<file path="config.mk">
export PLATFORM = sky130hd
export DESIGN_NAME = encoder_sampler
export DESIGN_NICKNAME = d
export VERILOG_FILES = /design/src/rtl/encoder_sampler.sv
export SDC_FILE = /design/constraint.sdc
export NUM_CORES = 1
export LEC_CHECK = 0
export CAP_MARGIN = 20
export CORE_UTILIZATION = 40
export CTS_CLUSTER_DIAMETER = 120
export DETAILED_ROUTE_END_ITERATION = 12
export REMOVE_ABC_BUFFERS = 1
export SETUP_SLACK_MARGIN = 0.05
export SLEW_MARGIN = 30
export SYNTH_ARGS = -nofsm -noshare
export SYNTH_HDL_FRONTEND = slang
export SYNTH_SLANG_ARGS = --single-unit
</file>
<file path="constraint.sdc">
create_clock -name clk -period 7.7 [get_ports clk]
set_clock_uncertainty 0.15 [all_clocks]
set_input_delay 1.155 -clock clk [delete_from_list [all_inputs] [get_ports clk]]
set_output_delay 1.155 -clock clk [all_outputs]
set_load 0.02 [all_outputs]
</file>
<file path="src/rtl/encoder_sampler.sv">
// rtl/encoder_sampler.sv - periodic encoder snapshot forming absolute position and velocity
// Samples every SAMPLE_DIV cycles through a CAP/CALC/OUT pipeline; results held behind a valid/ack handshake.
module encoder_sampler #(
    parameter int SAMPLE_DIV = 50000,
    parameter int ENCO_NUM   = 4000
) (
    input  logic               clk,
    input  logic               rst_n,
    input  logic               enable,
    input  logic signed [15:0] motor_cnt,
    input  logic signed [15:0] motor_cir,
    input  logic        [1:0]  motor_dir,
    input  logic               rd_ack,
    output logic               samp_valid,
    output logic signed [31:0] samp_pos,
    output logic signed [31:0] samp_vel,
    output logic        [1:0]  samp_dir,
    output logic               samp_ovr,
    output logic               busy
);
    typedef enum logic [2:0] {S_IDLE, S_RUN, S_CAP, S_CALC, S_OUT} state_t;

    localparam logic        [23:0] DIV_LAST = 24'(SAMPLE_DIV - 1);
    localparam logic signed [31:0] ENCO_W   = 32'(ENCO_NUM);

    state_t             state_q;
    logic        [23:0] tick_cnt_q;
    logic signed [15:0] cnt_l_q;
    logic signed [15:0] cir_l_q;
    logic        [1:0]  dir_l_q;
    logic signed [31:0] pos_r_q;
    logic signed [31:0] prev_pos_q;
    logic               first_q;
    logic               valid_q;
    logic               ovr_q;
    logic               busy_q;
    logic signed [31:0] pos_q;
    logic signed [31:0] vel_q;
    logic        [1:0]  sdir_q;

    logic               tick;
    logic        [23:0] tick_cnt_d;
    logic signed [31:0] cir_ext;
    logic signed [31:0] cnt_ext;
    logic signed [31:0] pos_d;
    logic signed [31:0] vel_d;

    always_comb begin
        tick       = (state_q != S_IDLE) && (tick_cnt_q == DIV_LAST);
        tick_cnt_d = tick ? 24'd0 : tick_cnt_q + 24'd1;
        cir_ext    = {{16{cir_l_q[15]}}, cir_l_q};
        cnt_ext    = {{16{cnt_l_q[15]}}, cnt_l_q};
        pos_d      = cir_ext * ENCO_W + cnt_ext;
        vel_d      = first_q ? 32'sd0 : pos_r_q - prev_pos_q;
    end

    always_ff @(posedge clk) begin
        if (!rst_n) begin
            state_q    <= S_IDLE;
            tick_cnt_q <= '0;
            cnt_l_q    <= '0;
            cir_l_q    <= '0;
            dir_l_q    <= '0;
            pos_r_q    <= '0;
            prev_pos_q <= '0;
            first_q    <= 1'b1;
            valid_q    <= 1'b0;
            ovr_q      <= 1'b0;
            busy_q     <= 1'b0;
            pos_q      <= '0;
            vel_q      <= '0;
            sdir_q     <= '0;
        end else if (!enable) begin
            // Data outputs deliberately keep their last values while idle.
            state_q    <= S_IDLE;
            tick_cnt_q <= '0;
            first_q    <= 1'b1;
            valid_q    <= 1'b0;
            ovr_q      <= 1'b0;
            busy_q     <= 1'b0;
        end else begin
            if (state_q != S_IDLE) begin
                tick_cnt_q <= tick_cnt_d;
            end
            busy_q <= 1'b0;
            if (valid_q && rd_ack) begin
                valid_q <= 1'b0;
                ovr_q   <= 1'b0;
            end
            case (state_q)
                S_IDLE: state_q <= S_RUN;
                S_RUN: begin
                    if (tick) begin
                        cnt_l_q <= motor_cnt;
                        cir_l_q <= motor_cir;
                        dir_l_q <= motor_dir;
                        busy_q  <= 1'b1;
                        state_q <= S_CAP;
                    end
                end
                S_CAP: begin
                    pos_r_q <= pos_d;
                    busy_q  <= 1'b1;
                    state_q <= S_CALC;
                end
                S_CALC: begin
                    busy_q  <= 1'b1;
                    state_q <= S_OUT;
                end
                S_OUT: begin
                    // A same-cycle ack consumes the old sample, so it cannot count as an overrun.
                    pos_q      <= pos_r_q;
                    vel_q      <= vel_d;
                    sdir_q     <= dir_l_q;
                    prev_pos_q <= pos_r_q;
                    first_q    <= 1'b0;
                    valid_q    <= 1'b1;
                    if (valid_q && !rd_ack) begin
                        ovr_q <= 1'b1;
                    end
                    state_q <= S_RUN;
                end
                default: state_q <= S_IDLE;
            endcase
        end
    end

    assign samp_valid = valid_q;
    assign samp_pos   = pos_q;
    assign samp_vel   = vel_q;
    assign samp_dir   = sdir_q;
    assign samp_ovr   = ovr_q;
    assign busy       = busy_q;

endmodule

</file>
==> flow_summary.ini, run 1 <==
[worst_setup_path]
crit_path_end_kind = flip-flop
critical-path-max-stage-delay_ns = 0.54
timing.critical_path.slowest_stage_cell = sky130_fd_sc_hd__fa_1
worstPathBufferInverterCount = 5
criticalPathCategory = flip-flop to flip-flop
r2r-start = cir_l_q[2]$_SDFFE_PN0P_
worst_ep_required_time_ns = 7.91
crit_start = cir_l_q[2]$_SDFFE_PN0P_
worst_setup_path_start_kind = flip-flop
worst_path_most_repeated_cell = sky130_fd_sc_hd__inv_1
data_arrival_time_of_the_critical_path_ns = 6.40
cp_max_fo = 7
cp_top_delay_family = adder cells

[worst_hold_path]
hold_path.startpoint = cnt_l_q[4]$_SDFFE_PN0P_
hold_path.class = flip-flop to flip-flop

[drt]
vias_after_detailed_routing = 9637
wl_um = 26780
detail_routed_net_length_per_standard_cell_um = 13.62
remaining_drc_errors = 0
postRouteAntennaNets = 0
dr.pass1.iters = 4
vias_per_cell = 4.899
detailedRoute.firstIterationViolations = 499

[yosys]
synth_cell_type_count = 68
synth_common_cells = 216 x sky130_fd_sc_hd__nand2_1, 197 x sky130_fd_sc_hd__inv_1, 159 x sky130_fd_sc_hd__dfxtp_1, 119 x sky130_fd_sc_hd__ha_1, 87 x sky130_fd_sc_hd__nor2_1
synth_area_per_cell_um2 = 8.198
synth-async-reset-ratio = 0
synth_edf_count = 0
ys_seq_elements = 159
netlist_top_cells_area = sky130_fd_sc_hd__dfxtp_1 26%, sky130_fd_sc_hd__ha_1 12%, sky130_fd_sc_hd__fa_1 9.9%
synth_top_cell_area_share = 0.2613
synthDominantAreaCellType = sky130_fd_sc_hd__dfxtp_1
seq_area_frac_synth = 0.2613
ys_warn_count = 0
post_syn_instances = 1486
syn-cell-area_um2 = 12180
post-synth-top-count-cell = sky130_fd_sc_hd__nand2_1
synth-main-ff-cell = sky130_fd_sc_hd__dfxtp_1

[timing]
timing_worst_slew_pin_value_ns = 0.8017
report.final.slew_viol_count = 0
setup_tns_ns = 0
timing.final.crit_period_ns = 6.195
grt_setup_unrepaired = false
slew_headroom = 0.4640
timing.final.setup_violations = 0
finalCritPeriodShare = 0.8046
max_clock_freq_mhz = 161.4
hold_viol = 0

[pwr]
p_leak_nw = 6.017
max-vdd-ir-drop_mv = 0.1317
switching_share = 0.2369
pwr_per_cell_area_nw_per_um2 = 121.6
power.share.sequential = 0.481
power_switching_uw = 405.0
comb_power_share = 0.025
cellInternalPower_mw = 1.304
power.share.clock = 0.494

[die]
fp.dieArea_um2 = 31160
die-width_um = 176.5
ioPinCount = 107
initial_core_util = 0.4089
core_area_um2 = 29800
rows = 63
die_height_um = 176.5

[finish]
insertedDiodeCount = 0
area.growth.synth_to_final_pct = 15.43
final_nets = 1781
fill_cells = 2984
post_layout_nonfiller_instances = 1967
final_core_utilization = 0.4719
layout-drive-gt1-share = 0.06848

[clocking]
clock_h_tree_levels = 4
clk_path_buf_depth = 2
post_cts_repair_timing_setup_buffer_count = 0
clkSlewWorstSetupHoldPaths_ns = 0.07
clock_sink_count = 159
cts_buffer_count = 17
clkLatencyLatePin_ns = 0.43
cts.hold.buffers_added = 0
root_buffer = sky130_fd_sc_hd__clkbuf_16
cts_tree = yes
postCtsResizedCells = 0

[global_routing]
grt_overflow = 0
grt.total_usage = 0.1796
maximum_number_of_pins_on_one_net_before_global_route_repair = 69
via_count_of_the_first_global_routing_pass = 9552
grt_first_pass_wirelength_um = 45710
number_of_antenna_violations_at_the_first_check_in_global_routing = 0

[job]
maxCapViolCount = 0

[placed_design]
io_buffers = 106
global_placement_routability_congestion = 0.8761
post-place-cells = 1935
dp_hpwl_um = 20910

[status]
status = complete, no violations
## cells in the final DEF (no fill, tap or decap), types with 5 or more instances in the layout
master                              n
sky130_fd_sc_hd__nand2b_1           7
sky130_fd_sc_hd__a22oi_1            5
sky130_fd_sc_hd__clkdlybuf4s50_1  105
sky130_fd_sc_hd__clkbuf_16         17
sky130_fd_sc_hd__nand2_2           31
sky130_fd_sc_hd__inv_1            197
sky130_fd_sc_hd__o211ai_1           8
sky130_fd_sc_hd__nand2_1          216
sky130_fd_sc_hd__nor2b_1           20
sky130_fd_sc_hd__xor2_1            39
sky130_fd_sc_hd__and3_1            12
sky130_fd_sc_hd__a31oi_1            9
sky130_fd_sc_hd__xnor2_1           41
sky130_fd_sc_hd__and2_1            16
sky130_fd_sc_hd__nand4_1           18
sky130_fd_sc_hd__nand3_1           23
sky130_fd_sc_hd__o21bai_1           7
sky130_fd_sc_hd__a21boi_0          50
sky130_fd_sc_hd__nor4_1             7
sky130_fd_sc_hd__a21o_1            28
sky130_fd_sc_hd__ha_1             119
sky130_fd_sc_hd__buf_4              6
sky130_fd_sc_hd__o31ai_1            7
sky130_fd_sc_hd__nor2_1            87
sky130_fd_sc_hd__a21boi_2          30
sky130_fd_sc_hd__a21oi_1           74
sky130_fd_sc_hd__nor3_1            15
sky130_fd_sc_hd__dfxtp_1          159
sky130_fd_sc_hd__fa_1              60
sky130_fd_sc_hd__o21ai_0           72
sky130_fd_sc_hd__o21a_1            12
sky130_fd_sc_hd__a211oi_1          11
sky130_fd_sc_hd__inv_6              5
## power by group through the flow
stage | Sequential [mW] | Combinational, mW | Clock (mW)
CTS | 0.823 | 0.0434 | 0.869
floorplan | 0.842 | 0.0130 | 0
global placement | 0.842 | 0.0433 | 0
global route | 0.823 | 0.0463 | 0.900
detailed placement | 0.842 | 0.0434 | 0
finish | 0.823 | 0.0427 | 0.844
## metal layers
metal	global-route usage	vias up	routed length, µm
met5	0	-	0
met4	0.04490	0	371
met3	0.02390	24	744
met2	0.3092	132	12430
met1	0.2356	4375	13240
li1	-	5106	-
## cells by family after synthesis
logic type / synth area share
AND/OR/NAND/NOR: 0.1807
flip-flops: 0.2613
AO/OA/AOI/OAI: 0.1944
XOR/XNOR: 0.05751
adder cells (fa/ha/maj): 0.2208
multiplexers: 0.0008216
buffers and inverters: 0.08452
## sequential cells by signal, indices dropped and copies added, names as in the netlist, named ones only
| name | count |
|---|---|
| busy | 1 |
| cir_l_q | 16 |
| cnt_l_q | 16 |
| dir_l_q | 2 |
| first_q | 1 |
| pos_r_q | 30 |
| samp_dir | 2 |
| samp_pos | 30 |
| samp_valid | 1 |
| samp_vel | 32 |
| state_q | 3 |
| tick_cnt_q | 24 |
## cell type report
class / count / area [µm²] / share of cell area
Multi-Input combinational cell: 1076 / 7970 / 0.5668
Sequential cell: 159 / 3183 / 0.2264
Timing Repair Buffer: 112 / 1101 / 0.07830
Inverter: 198 / 743.2 / 0.05285
Tap cell: 390 / 488.0 / 0.03470
Clock buffer: 18 / 429.2 / 0.03052
Clock inverter: 14 / 147.6 / 0.01050
## metrics by stage
stage | setup slack (ns) | area (µm²) | power (mW) | hold slack [ns]
4_1_cts | 1.463 | 14060 | 1.735 | 0.3044
5_1_grt | 0.9391 | 14060 | 1.769 | 0.3165
2_1_floorplan | 2.041 | 11900 | 0.8548 | 0.2851
3_3_place_gp | 1.639 | 13490 | 0.8853 | 0.2837
6_report | 1.505 | 14060 | 1.709 | 0.3007
3_5_place_dp | 1.489 | 13490 | 0.8854 | 0.2923
## worst reg2reg max path: cells and delay by family, from the launching register on
kind	cells	cell delay, ns
compound gates	13	2.36
buf+inv	5	0.30
flops	1	0.51
fa+ha+maj	6	2.53
simple gates	2	0.26
## worst paths after layout
kind | to | slack (ns) | cells after the start
min | cnt_l_q[4]$_SDFFE_PN0P_ | 0.30 | 2
max | pos_r_q[30]$_SDFFE_PN0P_ | 1.50 | 26
max reg2reg | pos_r_q[30]$_SDFFE_PN0P_ | 1.50 | 26
min reg2reg | cnt_l_q[4]$_SDFFE_PN0P_ | 0.30 | 2
Note: power is estimated with default switching activity, not from simulation.
==> inputs of run 2 (changes only) <==
==> constraint.sdc (replaced) <==
create_clock -name clk -period 5.1 [get_ports clk]
set_clock_uncertainty 0.15 [all_clocks]
set_input_delay 0.765 -clock clk [delete_from_list [all_inputs] [get_ports clk]]
set_output_delay 0.765 -clock clk [all_outputs]
set_load 0.02 [all_outputs]
==> run 2 against run 1 <==
Effect of this change:
- the flow now finishes with violations (negative setup slack)
- maximum frequency increased by 11%
- non-clock buffer count increased by 136
- clock power increased by 49%
- critical path depth decreased by 1
- combinational power increased by 54%
- routed wire length increased by 7.4%
- sequential power increased by 51%
- first-iteration DRC count decreased by 24%
- via count increased by 6.3%
- hold slack improved by 0.00051 ns
- count of clock-buffer cells in the layout increased by 3
==> flow_summary.ini, run 2 (synthesis gave the netlist of run 1 again) <==
[placed_design]
io_buffers = 106
dp_hpwl_um = 21230
dpl_worst_slack_ns = -0.6532
post-place-cells = 2047
global_placement_routability_congestion = 0.8635

[drt]
detail_routed_net_length_per_standard_cell_um = 13.67
postRouteAntennaNets = 0
vias_after_detailed_routing = 10243
wl_um = 28760
vias_per_cell = 4.871
detailedRoute.firstIterationViolations = 381
remaining_drc_errors = 0
dr.pass1.iters = 5

[global_routing]
grt_most_used_layer = met2
via_count_of_the_first_global_routing_pass = 10162
maximum_number_of_pins_on_one_net_before_global_route_repair = 75
grt_first_pass_wirelength_um = 48620
gr-usage-met2 = 0.3330
globalRouteMet3Util = 0.02649
number_of_antenna_violations_at_the_first_check_in_global_routing = 0
grt_overflow = 0
grt.total_usage = 0.1901
grtUsageMet1 = 0.2484

[worst_setup_path]
critical-path-max-stage-delay_ns = 0.53
timing.critical_path.slowest_stage_cell = sky130_fd_sc_hd__fa_1
worstPathBufferInverterCount = 5
crit_path_end_kind = flip-flop
worst_path_most_repeated_cell = sky130_fd_sc_hd__fa_1
worst_ep_required_time_ns = 5.25
cp_top_delay_family = adder cells
data_arrival_time_of_the_critical_path_ns = 5.71
worst_setup_path_start_kind = flip-flop
criticalPathCategory = flip-flop to flip-flop
cp_max_fo = 3

[timing]
timing.final.crit_period_ns = 5.558
slew_headroom = 0.3885
timing.final.setup_violations = 12
timing_worst_slew_pin_value_ns = 0.9146
grt_setup_unrepaired = true
hold_viol = 0
finalWorstSetupSlack_ns = -0.4583
finalCritPeriodShare = 1.090
report.final.slew_viol_count = 0
max_clock_freq_mhz = 179.9

[clocking]
clkLatencyLatePin_ns = 0.44
clkSlewWorstSetupHoldPaths_ns = 0.07
clock_sink_count = 159
cts_tree = yes
root_buffer = sky130_fd_sc_hd__clkbuf_16
cts.hold.buffers_added = 0
cts_buffer_count = 17
clk_path_buf_depth = 2
clock_h_tree_levels = 4

[die]
die-width_um = 176.5
fp.dieArea_um2 = 31160
die_height_um = 176.5
ioPinCount = 107
rows = 63
core_area_um2 = 29800
initial_core_util = 0.4089

[finish]
final_core_utilization = 0.5254
final_nets = 1917
area.growth.synth_to_final_pct = 28.49
insertedDiodeCount = 0
commonest_cells_after_routing_fill_and_taps_aside = 213 x sky130_fd_sc_hd__nand2_1, 170 x sky130_fd_sc_hd__inv_1, 148 x sky130_fd_sc_hd__dfxtp_1
layout.cells.most_common = sky130_fd_sc_hd__nand2_1
fill_cells = 2867
largest_reg_flops = 32
layout-drive-gt1-share = 0.2107
post_layout_nonfiller_instances = 2103

[pwr]
p_leak_nw = 6.730
max-vdd-ir-drop_mv = 0.2033
pwr_per_cell_area_nw_per_um2 = 164.0

[status]
failed_checks = negative setup slack
status = finished with violations

[worst_hold_path]
hold_path.class = flip-flop to flip-flop

[job]
maxCapViolCount = 0
[run 2: timing repair]
item                                    in CTS  in global routing
buffers inserted                            16                  7
resized for setup                          104                 54
pin swaps                                   85                 64
endpoints found under the setup margin      15                 14
[run 2: layer usage]
| layer | routed length, µm | part of all wire |
|---|---|---|
| met3 | 771 | 0.027 |
| met4 | 249 | 0.0087 |
| met1 | 13900 | 0.48 |
| met5 | 0 | 0 |
| met2 | 13840 | 0.48 |
[run 2: report_power, final]
part / internal [mW] / switching [mW] / total (mW)
Sequential: 1.24 / 0.00112 / 1.24
Combinational: 0.0379 / 0.0280 / 0.0659
Clock: 0.678 / 0.582 / 1.26
[run 2: worst paths after layout]
check / from / endpoint / slack, ns / cells after the start
worst max-delay path: cir_l_q[7]$_SDFFE_PN0P_ / pos_r_q[26]$_SDFFE_PN0P_ / -0.46 / 25
worst min-delay path: cnt_l_q[4]$_SDFFE_PN0P_ / cnt_l_q[4]$_SDFFE_PN0P_ / 0.30 / 2
worst max register to register: cir_l_q[7]$_SDFFE_PN0P_ / pos_r_q[26]$_SDFFE_PN0P_ / -0.46 / 25
worst min register to register: cnt_l_q[4]$_SDFFE_PN0P_ / cnt_l_q[4]$_SDFFE_PN0P_ / 0.30 / 2
[run 2: final cells by class]
cell class              count  area, µm²  share of cell area
multi-input cells        1076       8483              0.5419
flip-flops and latches    159       3199              0.2044
repair buffers            248       2165              0.1383
inverters                 198      753.2             0.04812
well taps                 390      488.0             0.03117
clock buffers              21      470.5             0.03005
clock inverters            11      95.09            0.006075
[run 2: metrics by stage]
stage / cell area [µm²] / setup TNS, ns / hold slack, ns / power, mW
3_3_place_gp: 14340 / -6.397 / 0.2836 / 1.338
3_5_place_dp: 14340 / -6.860 / 0.2928 / 1.337
2_1_floorplan: 11900 / -4.194 / 0.2851 / 1.291
5_1_grt: 15650 / -7.029 / 0.3181 / 2.652
6_report: 15650 / -3.951 / 0.3012 / 2.567
4_1_cts: 15400 / -2.452 / 0.3038 / 2.602
[run 2: worst min-delay path: cells and delay by family (launching register included)]
| kind | cells | cell delay [ns] |
|---|---|---|
| flops | 1 | 0.32 |
| simple gates | 1 | 0.06 |
| compound gates | 1 | 0.04 |
